**src/rtl/fwd_hazard_unit_if.sv**
```systemverilog
// Bundle between the ID/EX pipeline registers and the forwarding/hazard unit.
// Signal names follow the pipeline nets they carry.
interface fwd_hazard_unit_if #(
   parameter int NUM_SRC = 2,
   parameter int NUM_FWD = 2,
   parameter int REG_AW  = 5,
   parameter int SEL_W   = $clog2(NUM_FWD + 1)
);
   logic                       flush;
   logic [NUM_SRC*REG_AW-1:0]  ex_rs;
   logic [NUM_FWD-1:0]         fwd_we;
   logic [NUM_FWD*REG_AW-1:0]  fwd_rd;
   logic [NUM_SRC*SEL_W-1:0]   fwd_sel;
   logic [NUM_SRC*REG_AW-1:0]  id_rs;
   logic [NUM_SRC-1:0]         id_rs_used;
   logic [REG_AW-1:0]          id_rd;
   logic                       id_long_issue;
   logic                       ex_is_load;
   logic                       ex_we;
   logic [REG_AW-1:0]          ex_rd;
   logic                       long_wb_valid;
   logic [REG_AW-1:0]          long_wb_rd;
   logic                       stall;
   logic                       bubble;
   logic [1:0]                 stall_cause;
   logic                       sb_busy;

   modport master (
      output flush, ex_rs, fwd_we, fwd_rd, id_rs, id_rs_used, id_rd,
             id_long_issue, ex_is_load, ex_we, ex_rd, long_wb_valid, long_wb_rd,
      input  fwd_sel, stall, bubble, stall_cause, sb_busy
   );

   modport slave (
      input  flush, ex_rs, fwd_we, fwd_rd, id_rs, id_rs_used, id_rd,
             id_long_issue, ex_is_load, ex_we, ex_rd, long_wb_valid, long_wb_rd,
      output fwd_sel, stall, bubble, stall_cause, sb_busy
   );
endinterface

```
**src/rtl/fwd_hazard_unit.sv**
```systemverilog
// Operand forwarding selects plus load-use and multi-cycle scoreboard hazard control.
// Forwarding is purely combinational; stall state lives in a load counter and pending bits.
module fwd_hazard_unit #(
   parameter int NUM_SRC  = 2,
   parameter int NUM_FWD  = 2,
   parameter int REG_AW   = 5,
   parameter int LOAD_LAT = 1,
   parameter int SEL_W    = $clog2(NUM_FWD + 1)
) (
   input logic               clk,
   input logic               rst_n,
   fwd_hazard_unit_if.slave  io_hz
);
   localparam int NUM_REG = 1 << REG_AW;
   localparam int CNT_W   = $clog2(LOAD_LAT + 1);
   localparam logic [CNT_W-1:0] CNT_LOAD = CNT_W'(LOAD_LAT - 1);

   logic [CNT_W-1:0]          r_load_cnt;
   logic [NUM_REG-1:0]        r_pending;
   logic [NUM_REG-1:0]        w_pending_nxt;
   logic [NUM_SRC*SEL_W-1:0]  w_fwd_sel;
   logic                      w_ld_hit;
   logic                      w_ld_stall;
   logic                      w_sb_hit;
   logic                      w_hazard;
   logic                      w_issue_ok;
   logic                      w_out_en;

   // Scan oldest to youngest so the youngest matching stage is written last and wins.
   always_comb begin : fwd_select
      // NOTE: every always_comb output gets a default first, so no path leaves it unassigned (no latch).
      w_fwd_sel = '0;
      for (int s = 0; s < NUM_SRC; s++) begin
         for (int i = NUM_FWD - 1; i >= 0; i--) begin
            if (io_hz.fwd_we[i] &&
                io_hz.fwd_rd[i*REG_AW +: REG_AW] != '0 &&
                io_hz.fwd_rd[i*REG_AW +: REG_AW] == io_hz.ex_rs[s*REG_AW +: REG_AW]) begin
               w_fwd_sel[s*SEL_W +: SEL_W] = SEL_W'(NUM_FWD - i);
            end
         end
      end
   end

   always_comb begin : load_use_detect
      w_ld_hit = 1'b0;
      if (io_hz.ex_is_load && io_hz.ex_we && io_hz.ex_rd != '0) begin
         for (int s = 0; s < NUM_SRC; s++) begin
            if (io_hz.id_rs_used[s] && io_hz.id_rs[s*REG_AW +: REG_AW] == io_hz.ex_rd) begin
               w_ld_hit = 1'b1;
            end
         end
      end
   end

   assign w_ld_stall = w_ld_hit || (r_load_cnt != '0);

   always_comb begin : scoreboard_detect
      w_sb_hit = io_hz.id_long_issue && r_pending[io_hz.id_rd];
      for (int s = 0; s < NUM_SRC; s++) begin
         if (io_hz.id_rs_used[s] && r_pending[io_hz.id_rs[s*REG_AW +: REG_AW]]) begin
            w_sb_hit = 1'b1;
         end
      end
   end

   assign w_hazard   = w_ld_stall || w_sb_hit;
   assign w_issue_ok = io_hz.id_long_issue && !w_hazard && !io_hz.flush && (io_hz.id_rd != '0);

   // Issue is applied after writeback so a same-cycle set on the same register wins.
   always_comb begin : pending_next
      w_pending_nxt = r_pending;
      if (io_hz.long_wb_valid) begin
         w_pending_nxt[io_hz.long_wb_rd] = 1'b0;
      end
      if (w_issue_ok) begin
         w_pending_nxt[io_hz.id_rd] = 1'b1;
      end
      w_pending_nxt[0] = 1'b0;
   end

   always_ff @(posedge clk) begin : load_counter
      // NOTE: state registers use non-blocking assignments so every flop samples pre-edge values.
      if (!rst_n) begin
         r_load_cnt <= '0;
      end else if (io_hz.flush) begin
         r_load_cnt <= '0;
      end else if (w_ld_hit) begin
         r_load_cnt <= CNT_LOAD;
      end else if (r_load_cnt != '0) begin
         r_load_cnt <= r_load_cnt - CNT_W'(1);
      end
   end

   always_ff @(posedge clk) begin : scoreboard_reg
      // NOTE: the pending array is flops, not RAM; it must reset or stale bits would stall after reset.
      if (!rst_n) begin
         r_pending <= '0;
      end else begin
         r_pending <= w_pending_nxt;
      end
   end

   assign w_out_en          = rst_n && !io_hz.flush;
   assign io_hz.fwd_sel     = rst_n ? w_fwd_sel : '0;
   assign io_hz.stall       = w_out_en && w_hazard;
   assign io_hz.bubble      = w_out_en && w_hazard;
   assign io_hz.stall_cause = w_out_en ? {w_sb_hit, w_ld_stall} : 2'b00;
   assign io_hz.sb_busy     = rst_n && (|r_pending);
endmodule
```
**src/flat_wrapper.sv**
```systemverilog
// flat-port wrapper written by rule: the top's interface ports become plain ports
module fwd_hazard_unit_flat 
#(
   parameter int NUM_SRC  = 2,
   parameter int NUM_FWD  = 2,
   parameter int REG_AW   = 5,
   parameter int LOAD_LAT = 1,
   parameter int SEL_W    = $clog2(NUM_FWD + 1)
)
  (clk, rst_n, io_hz_flush, io_hz_ex_rs, io_hz_fwd_we, io_hz_fwd_rd, io_hz_id_rs, io_hz_id_rs_used, io_hz_id_rd, io_hz_id_long_issue, io_hz_ex_is_load, io_hz_ex_we, io_hz_ex_rd, io_hz_long_wb_valid, io_hz_long_wb_rd, io_hz_fwd_sel, io_hz_stall, io_hz_bubble, io_hz_stall_cause, io_hz_sb_busy);
  fwd_hazard_unit_if #(.NUM_SRC(NUM_SRC), .NUM_FWD(NUM_FWD), .REG_AW(REG_AW), .SEL_W(SEL_W)) io_hz_i ();
  input logic clk;
  input logic rst_n;
  input wire logic [$bits(io_hz_i.flush)-1:0] io_hz_flush;
  input wire logic [$bits(io_hz_i.ex_rs)-1:0] io_hz_ex_rs;
  input wire logic [$bits(io_hz_i.fwd_we)-1:0] io_hz_fwd_we;
  input wire logic [$bits(io_hz_i.fwd_rd)-1:0] io_hz_fwd_rd;
  input wire logic [$bits(io_hz_i.id_rs)-1:0] io_hz_id_rs;
  input wire logic [$bits(io_hz_i.id_rs_used)-1:0] io_hz_id_rs_used;
  input wire logic [$bits(io_hz_i.id_rd)-1:0] io_hz_id_rd;
  input wire logic [$bits(io_hz_i.id_long_issue)-1:0] io_hz_id_long_issue;
  input wire logic [$bits(io_hz_i.ex_is_load)-1:0] io_hz_ex_is_load;
  input wire logic [$bits(io_hz_i.ex_we)-1:0] io_hz_ex_we;
  input wire logic [$bits(io_hz_i.ex_rd)-1:0] io_hz_ex_rd;
  input wire logic [$bits(io_hz_i.long_wb_valid)-1:0] io_hz_long_wb_valid;
  input wire logic [$bits(io_hz_i.long_wb_rd)-1:0] io_hz_long_wb_rd;
  output wire logic [$bits(io_hz_i.fwd_sel)-1:0] io_hz_fwd_sel;
  output wire logic [$bits(io_hz_i.stall)-1:0] io_hz_stall;
  output wire logic [$bits(io_hz_i.bubble)-1:0] io_hz_bubble;
  output wire logic [$bits(io_hz_i.stall_cause)-1:0] io_hz_stall_cause;
  output wire logic [$bits(io_hz_i.sb_busy)-1:0] io_hz_sb_busy;
  assign io_hz_i.flush = io_hz_flush;
  assign io_hz_i.ex_rs = io_hz_ex_rs;
  assign io_hz_i.fwd_we = io_hz_fwd_we;
  assign io_hz_i.fwd_rd = io_hz_fwd_rd;
  assign io_hz_i.id_rs = io_hz_id_rs;
  assign io_hz_i.id_rs_used = io_hz_id_rs_used;
  assign io_hz_i.id_rd = io_hz_id_rd;
  assign io_hz_i.id_long_issue = io_hz_id_long_issue;
  assign io_hz_i.ex_is_load = io_hz_ex_is_load;
  assign io_hz_i.ex_we = io_hz_ex_we;
  assign io_hz_i.ex_rd = io_hz_ex_rd;
  assign io_hz_i.long_wb_valid = io_hz_long_wb_valid;
  assign io_hz_i.long_wb_rd = io_hz_long_wb_rd;
  assign io_hz_fwd_sel = io_hz_i.fwd_sel;
  assign io_hz_stall = io_hz_i.stall;
  assign io_hz_bubble = io_hz_i.bubble;
  assign io_hz_stall_cause = io_hz_i.stall_cause;
  assign io_hz_sb_busy = io_hz_i.sb_busy;
  fwd_hazard_unit #(.NUM_SRC(NUM_SRC), .NUM_FWD(NUM_FWD), .REG_AW(REG_AW), .LOAD_LAT(LOAD_LAT), .SEL_W(SEL_W)) u_core (.clk(clk), .rst_n(rst_n), .io_hz(io_hz_i));
endmodule
```
**config.mk**
```make
export PLATFORM = sky130hd
export DESIGN_NAME = fwd_hazard_unit_flat
export DESIGN_NICKNAME = d
export VERILOG_FILES = /design/src/rtl/fwd_hazard_unit_if.sv /design/src/rtl/fwd_hazard_unit.sv /design/src/flat_wrapper.sv
export SDC_FILE = /design/constraint.sdc
export NUM_CORES = 1
export LEC_CHECK = 0
export CAP_MARGIN = 20
export CORE_ASPECT_RATIO = 0.9
export CORE_UTILIZATION = 50
export DETAILED_ROUTE_END_ITERATION = 16
export GPL_ROUTABILITY_DRIVEN = 0
export HOLD_SLACK_MARGIN = 0.12
export PLACE_DENSITY_LB_ADDON = 0.08
export SYNTH_ARGS = -nofsm -noshare
export SYNTH_HDL_FRONTEND = slang
export SYNTH_SLANG_ARGS = --single-unit
```
**constraint.sdc**
```tcl
create_clock -name clk -period 4.3 [get_ports clk]
set_clock_uncertainty 0.15 [all_clocks]
set_input_delay 0.645 -clock clk [delete_from_list [all_inputs] [get_ports clk]]
set_output_delay 0.645 -clock clk [all_outputs]
set_load 0.02 [all_outputs]
```
# After elaboration in Yosys (flattened, before gate mapping)

Cells that the tools add are included.

Input port bits: 56
Output and inout bits: 9
Word-level logic and storage cells: 75
Register bits after elaboration: 33

Equal/unequal tests: 6
Bitwise operators: 5
Reductions and logical operators: 31
$add $sub $neg: 1
Mux-type cells: 23
Magnitude comparators: 6

Operator list:

| operator                                                          | count |
|---|---|
| two-way mux 32 bit                                                | 2 |
| bitwise AND 32 bit                                                | 1 |
| inverter 32 bit                                                   | 1 |
| OR 32 bit                                                         | 1 |
| OR reduction 32 bit                                               | 1 |
| equality test 5 bit                                               | 6 |
| < comparator 5 x 6 -> 1 bit, second input constant                | 4 |
| logical AND 1 bit                                                 | 21 |
| nonzero test 5 bit                                                | 4 |
| binary-select mux 1 bit (select 5 bit)                            | 3 |
| two-way mux 1 bit                                                 | 12 |
| demux 1 bit (select 5 bit)                                        | 2 |
| greater-or-equal comparator 5 x 1 -> 1 bit, second input constant | 2 |
| two-way mux 2 bit                                                 | 3 |
| two-way mux 4 bit                                                 | 1 |
| OR reduction 4 bit                                                | 1 |
| logical NOT 1 bit                                                 | 2 |
| logical OR 1 bit                                                  | 2 |
| inverter 1 bit                                                    | 2 |
| subtractor 1 bit, second input constant                           | 1 |

# Longest topological paths before layout

Depth after elaboration: 12
Gate-level depth with buffers: 10

# Worst setup path after synthesis

Ideal clock, no wire load.

Path kind: in2out
From: input io_hz_id_rd[1]
To: output io_hz_stall
Arrival time: 2.805 ns
Setup slack: 0.700 ns
Stages on the path: 9
Path buffers: 3
Path through: buf_2 -> buf_1 -> mux2i_1 -> nor3_1 -> o41ai_1 -> nand4_1 -> a211oi_4 -> a21oi_1 -> buf_4

Cells in the longest elaborated chain, start to end: 7

Ends and longest elaborated chain:

| element                                 | RTL line              | text |
|---|---|---|
| from (decl)                             | flat_wrapper.sv:20    | `input wire logic [$bits(io_hz_i.id_rd)-1:0] io_hz_id_rd;` |
| binary-select mux 1 bit (select 5 bit)  | fwd_hazard_unit.sv:58 | `w_sb_hit = io_hz.id_long_issue && r_pending[io_hz.id_rd];` |
| two-way mux 1 bit (not written as such) | fwd_hazard_unit.sv:58 |  |
| logical AND 1 bit                       | fwd_hazard_unit.sv:58 |  |
| two-way mux 1 bit (2 in a row)          | fwd_hazard_unit.sv:60 | `if (io_hz.id_rs_used[s] && r_pending[io_hz.id_rs[s*REG_AW +: REG_AW]]) begin` |
| logical OR 1 bit                        | fwd_hazard_unit.sv:66 | `assign w_hazard = w_ld_stall \|\| w_sb_hit;` |
| logical AND 1 bit                       | n/a                   |  |
| to (decl)                               | flat_wrapper.sv:28    | `output wire logic [$bits(io_hz_i.stall)-1:0] io_hz_stall;` |

Every way passes these cells. The select of a mux whose other input is x is not followed.

# Final worst setup path

From: input io_hz_id_rd[1]
To: output io_hz_stall_cause[1]

Cells in the longest elaborated chain, start to end: 6

Ends and longest elaborated chain:

| element                                 | RTL line               | text |
|---|---|---|
| binary-select mux 1 bit (select 5 bit)  | fwd_hazard_unit.sv:58  |  |
| two-way mux 1 bit (not written as such) | fwd_hazard_unit.sv:58  |  |
| logical AND 1 bit                       | fwd_hazard_unit.sv:58  |  |
| two-way mux 1 bit (2 in a row)          | fwd_hazard_unit.sv:60  |  |
| two-way mux 2 bit                       | fwd_hazard_unit.sv:107 | `assign io_hz.stall_cause = w_out_en ? {w_sb_hit, w_ld_stall} : 2'b00;` |
| to (decl)                               | flat_wrapper.sv:30     | `output wire logic [$bits(io_hz_i.stall_cause)-1:0] io_hz_stall_cause;` |

Every way passes these cells. The select of a mux whose other input is x is not followed.

==> summary.txt <==
GRT
--------------------------------------------------------------------------------------
Global router's overall resource usage ..................................       31.32%
Global-route layer with the greatest usage ..............................         met2
Met3 Usage GRT ..........................................................       6.125%
Global-route wire length before repair ..................................     13.79 mm
Vias in the first global route ..........................................         2796
Pin count of the biggest net entering global routing ....................           42
GR met1 Demand/Resource .................................................       40.53%
Overall overflow remaining after global route ...........................            0
Initial antenna violation count .........................................            0
GR met2 Demand/Resource .................................................       51.04%

FLOORPLANNING
--------------------------------------------------------------------------------------
Initial core utilization ................................................       52.38%
Core region area ........................................................     5286 µm²
I/O pin cnt .............................................................           65
Standard-cell rows ......................................................           25
X dimension of the die ..................................................     80.44 µm
Area enclosed by the die boundary .......................................     5840 µm²
Die Span Y ..............................................................     72.60 µm

CTS
--------------------------------------------------------------------------------------
CTS HTree Levels ........................................................            2
CTS Root Buffer Type .................................................... sky130_fd_sc_hd__clkbuf_8
Hold Buf Count CTS ......................................................            0
Largest buffer count on any clock path ..................................            2
TritonCTS clock tree ....................................................          yes
Clock slew at the register clock pins of the worst setup and hold paths .      0.07 ns
Inserted Clock Buffers ..................................................            5
Clock latency at the later pin of the worst-skew pair ...................      0.30 ns
CTS sink count ..........................................................           32

YOSYS
--------------------------------------------------------------------------------------
Cells after synthesis ...................................................          288
Fraction of synthesized cell area taken by the top area cell type .......       23.14%
Average cell area after synthesis .......................................    9.614 µm²
Ranking of synthesized cells by instance count .......................... sky130_fd_sc_hd__dfxtp_1, sky130_fd_sc_hd__o211ai_1, sky130_fd_sc_hd__o21ai_0
Number of register bits inferred by synthesis ...........................           32
Synth Net Count .........................................................          344
Count of yosys warnings during synthesis ................................            0
Largest cells by area after synthesis ................................... sky130_fd_sc_hd__dfxtp_1, sky130_fd_sc_hd__mux4_2, sky130_fd_sc_hd__o211ai_1
Count of unique library cells instantiated by Yosys .....................           49
Cell taking the most area after synthesis ............................... sky130_fd_sc_hd__dfxtp_1
Synthesized area ........................................................     2769 µm²
Synth Flop Type ......................................................... sky130_fd_sc_hd__dfxtp_1
Share of async-settable or async-resettable flops after synthesis .......           0%
Number of synthesized flops with an enable pin ..........................            0
Proportion of synthesized chip area in sequential cells .................       23.14%

STA
--------------------------------------------------------------------------------------
Worst Setup Slack, final ................................................    0.2011 ns
Number of hold violations in the final report ...........................            0
F_max ...................................................................    244.0 MHz
Setup TNS Final .........................................................         0 ns
Final count of negative-setup-slack endpoints ...........................            0
Final cycle utilization of the critical path ............................       95.32%
Min Tclk post-route .....................................................     4.099 ns
Total count of max-transition violations in the final report ............            0
RSZ-0062 raised after global routing ....................................        false

DRT
--------------------------------------------------------------------------------------
Antenna-violating nets left .............................................            0
Number of remaining DRC errors ..........................................            0
Detail-routed net length per standard cell ..............................     20.31 µm
Total wire length .......................................................     8.508 mm
Total number of vias ....................................................         2774
DR vias/cell ............................................................        6.621
First drt pass iteration count ..........................................            4
Starting DRT DRC Count ..................................................          216

PWR
--------------------------------------------------------------------------------------
Areal power density over the cells ...................................... 215.4 nW/µm²
Clock share of power ....................................................        37.3%
Maximum vdd ir drop .....................................................     139.0 µV
Reg power frac ..........................................................        38.3%
Switching power share of the total ......................................       27.46%
Leakage power of the design .............................................     1.278 nW
Combinational share of power ............................................        24.4%
Sw power ................................................................    0.2146 mW
Internal ................................................................    0.5671 mW

CELLS AND AREA
--------------------------------------------------------------------------------------
Fraction of layout instances using a drive strength above 1 .............       15.34%
N_diodes ................................................................            0
Layout Utilization ......................................................       68.64%
Post-Layout Cell Count ..................................................          419
Cell area after layout ..................................................     3628 µm²
Area growth from synthesis to final layout ..............................       31.04%
Fillers .................................................................          428
Number of nets in the final layout ......................................          407

SETUP PATH
--------------------------------------------------------------------------------------
WP data arrival .........................................................      3.30 ns
Critical path buffers and inverters .....................................            2
Class of the most critical setup path ...................................    in -> out
Endpoint required time on the critical path .............................      3.50 ns
Kind of start point of the critical path ................................    input pin
Cell with the most instances on the worst path .......................... sky130_fd_sc_hd__clkdlybuf4s50_1
Slowest stage delay, CP .................................................      0.58 ns
Critical Path End Type ..................................................   output pin
Worst path top cell family by delay ..................................... buffers and inverters
Cell type of the slowest stage on the worst timing path ................. sky130_fd_sc_hd__clkdlybuf4s50_1
Worst-path maximum fanout ...............................................            3
Series of cell instances along the critical path ........................ clkdlybuf4s50_1 -> mux4_2 -> and4_1 -> a311oi_1 -> nand4_1 -> a211oi_4 -> nor2_1 -> clkdlybuf4s50_1

HOLD PATH
--------------------------------------------------------------------------------------
Hold Crit Class .........................................................   reg -> reg

PLACE
--------------------------------------------------------------------------------------
Count of input and output buffers .......................................           64
Worst slack at placement ................................................  0.007359 ns
Post-place instance area ................................................     3502 µm²
HPWL reported at the end of detailed placement ..........................     6.517 mm
Number of instances in the placed design ................................          411

RUN STATUS
--------------------------------------------------------------------------------------
Result of the run ....................................................... finished, final reports clean

FLOW RUN
--------------------------------------------------------------------------------------
Max-cap violations ......................................................            0

-- stage by stage --
stage / hold slack, ns / total power [mW]
floorplan: 0.3472 / 0.3995
global placement: 0.3891 / 0.4938
detailed placement: 0.3973 / 0.4955
CTS: 0.4071 / 0.7836
global route: 0.4475 / 0.8080
finish: 0.4149 / 0.7817
-- placed cells by master, fill, tap and decap left out, types with 14 or more instances in the layout --
| cell | Yosys | final |
|---|---|---|
| sky130_fd_sc_hd__dfxtp_1 | 32 | 32 |
| sky130_fd_sc_hd__xor2_1 | 14 | 14 |
| sky130_fd_sc_hd__o211ai_1 | 32 | 32 |
| sky130_fd_sc_hd__xnor2_1 | 16 | 16 |
| sky130_fd_sc_hd__mux4_2 | 14 | 14 |
| sky130_fd_sc_hd__mux2i_1 | 16 | 16 |
| sky130_fd_sc_hd__clkdlybuf4s50_1 | 0 | 61 |
| sky130_fd_sc_hd__o21ai_0 | 17 | 17 |
-- cell families after synthesis --
group                     after synthesis  synth area share [%]
muxes                                  36                 21.78
AOI/OAI and AO/OA                      78                 22.28
and+or+nand+nor                        87                 19.12
xor gates and xnor gates               30                 9.489
buffers and inverters                  24                 4.067
other                                   1                0.1354
DFF                                    32                 23.14
-- registers in the layout, indices dropped and copies added, names as in the netlist --
| signal | flops |
|---|---|
| u_core.r_pending | 31 |
| u_core.r_load_cnt | 1 |
-- power groups by stage --
stage,Sequential [mW],Combinational [mW],Clock (mW)
after floorplan,0.305,0.0942,0
after global placement,0.306,0.188,0
after detailed placement,0.306,0.189,0
after CTS,0.299,0.191,0.294
after global routing,0.299,0.205,0.304
final,0.299,0.191,0.291
-- layer usage --
metal | up-vias | share of wire (%)
met4 | 0 | 2.2
met2 | 144 | 47
met3 | 24 | 9.1
li1 | 1275 | -
met5 | - | 0
met1 | 1331 | 42
-- timing repair --
action,in CTS,in global routing
setup buffers,0,0
resized for setup,0,4
endpoints found under the setup margin,0,3
-- worst paths after layout --
kind                              from                    to  slack [ns]  cells past startpoint
hold / removal     u_core.r_pending[4]   u_core.r_pending[4]        0.41                      2
hold reg to reg    u_core.r_pending[4]   u_core.r_pending[4]        0.41                      2
setup reg to reg  u_core.r_pending[31]  u_core.r_pending[31]        1.35                      8
setup / recovery        io_hz_id_rd[1]  io_hz_stall_cause[1]        0.20                      8
-- worst register-to-register path, cell delays in order, from the launching register on --
cell and delay (ns):
sky130_fd_sc_hd__dfxtp_1 0.40, sky130_fd_sc_hd__mux4_1 0.51, sky130_fd_sc_hd__mux4_2 0.47, sky130_fd_sc_hd__nand2b_1 0.15, sky130_fd_sc_hd__o211a_2 0.15, sky130_fd_sc_hd__a211oi_4 0.18, sky130_fd_sc_hd__buf_4 0.18, sky130_fd_sc_hd__nand3_4 0.24
sky130_fd_sc_hd__o31ai_1 0.40
-- layout make-up --
class                           count  area, µm²  area share, %
Timing Repair Buffer               77      758.2          20.90
Multi-Input combinational cell    232       2023          55.76
Tap cell                           67      83.83          2.310
Sequential cell                    32      640.6          17.66
Clock buffer                        5      68.82          1.897
Inverter                            3      11.26         0.3103
Clock inverter                      3      42.54          1.172
(Power assumes the default switching activity.)
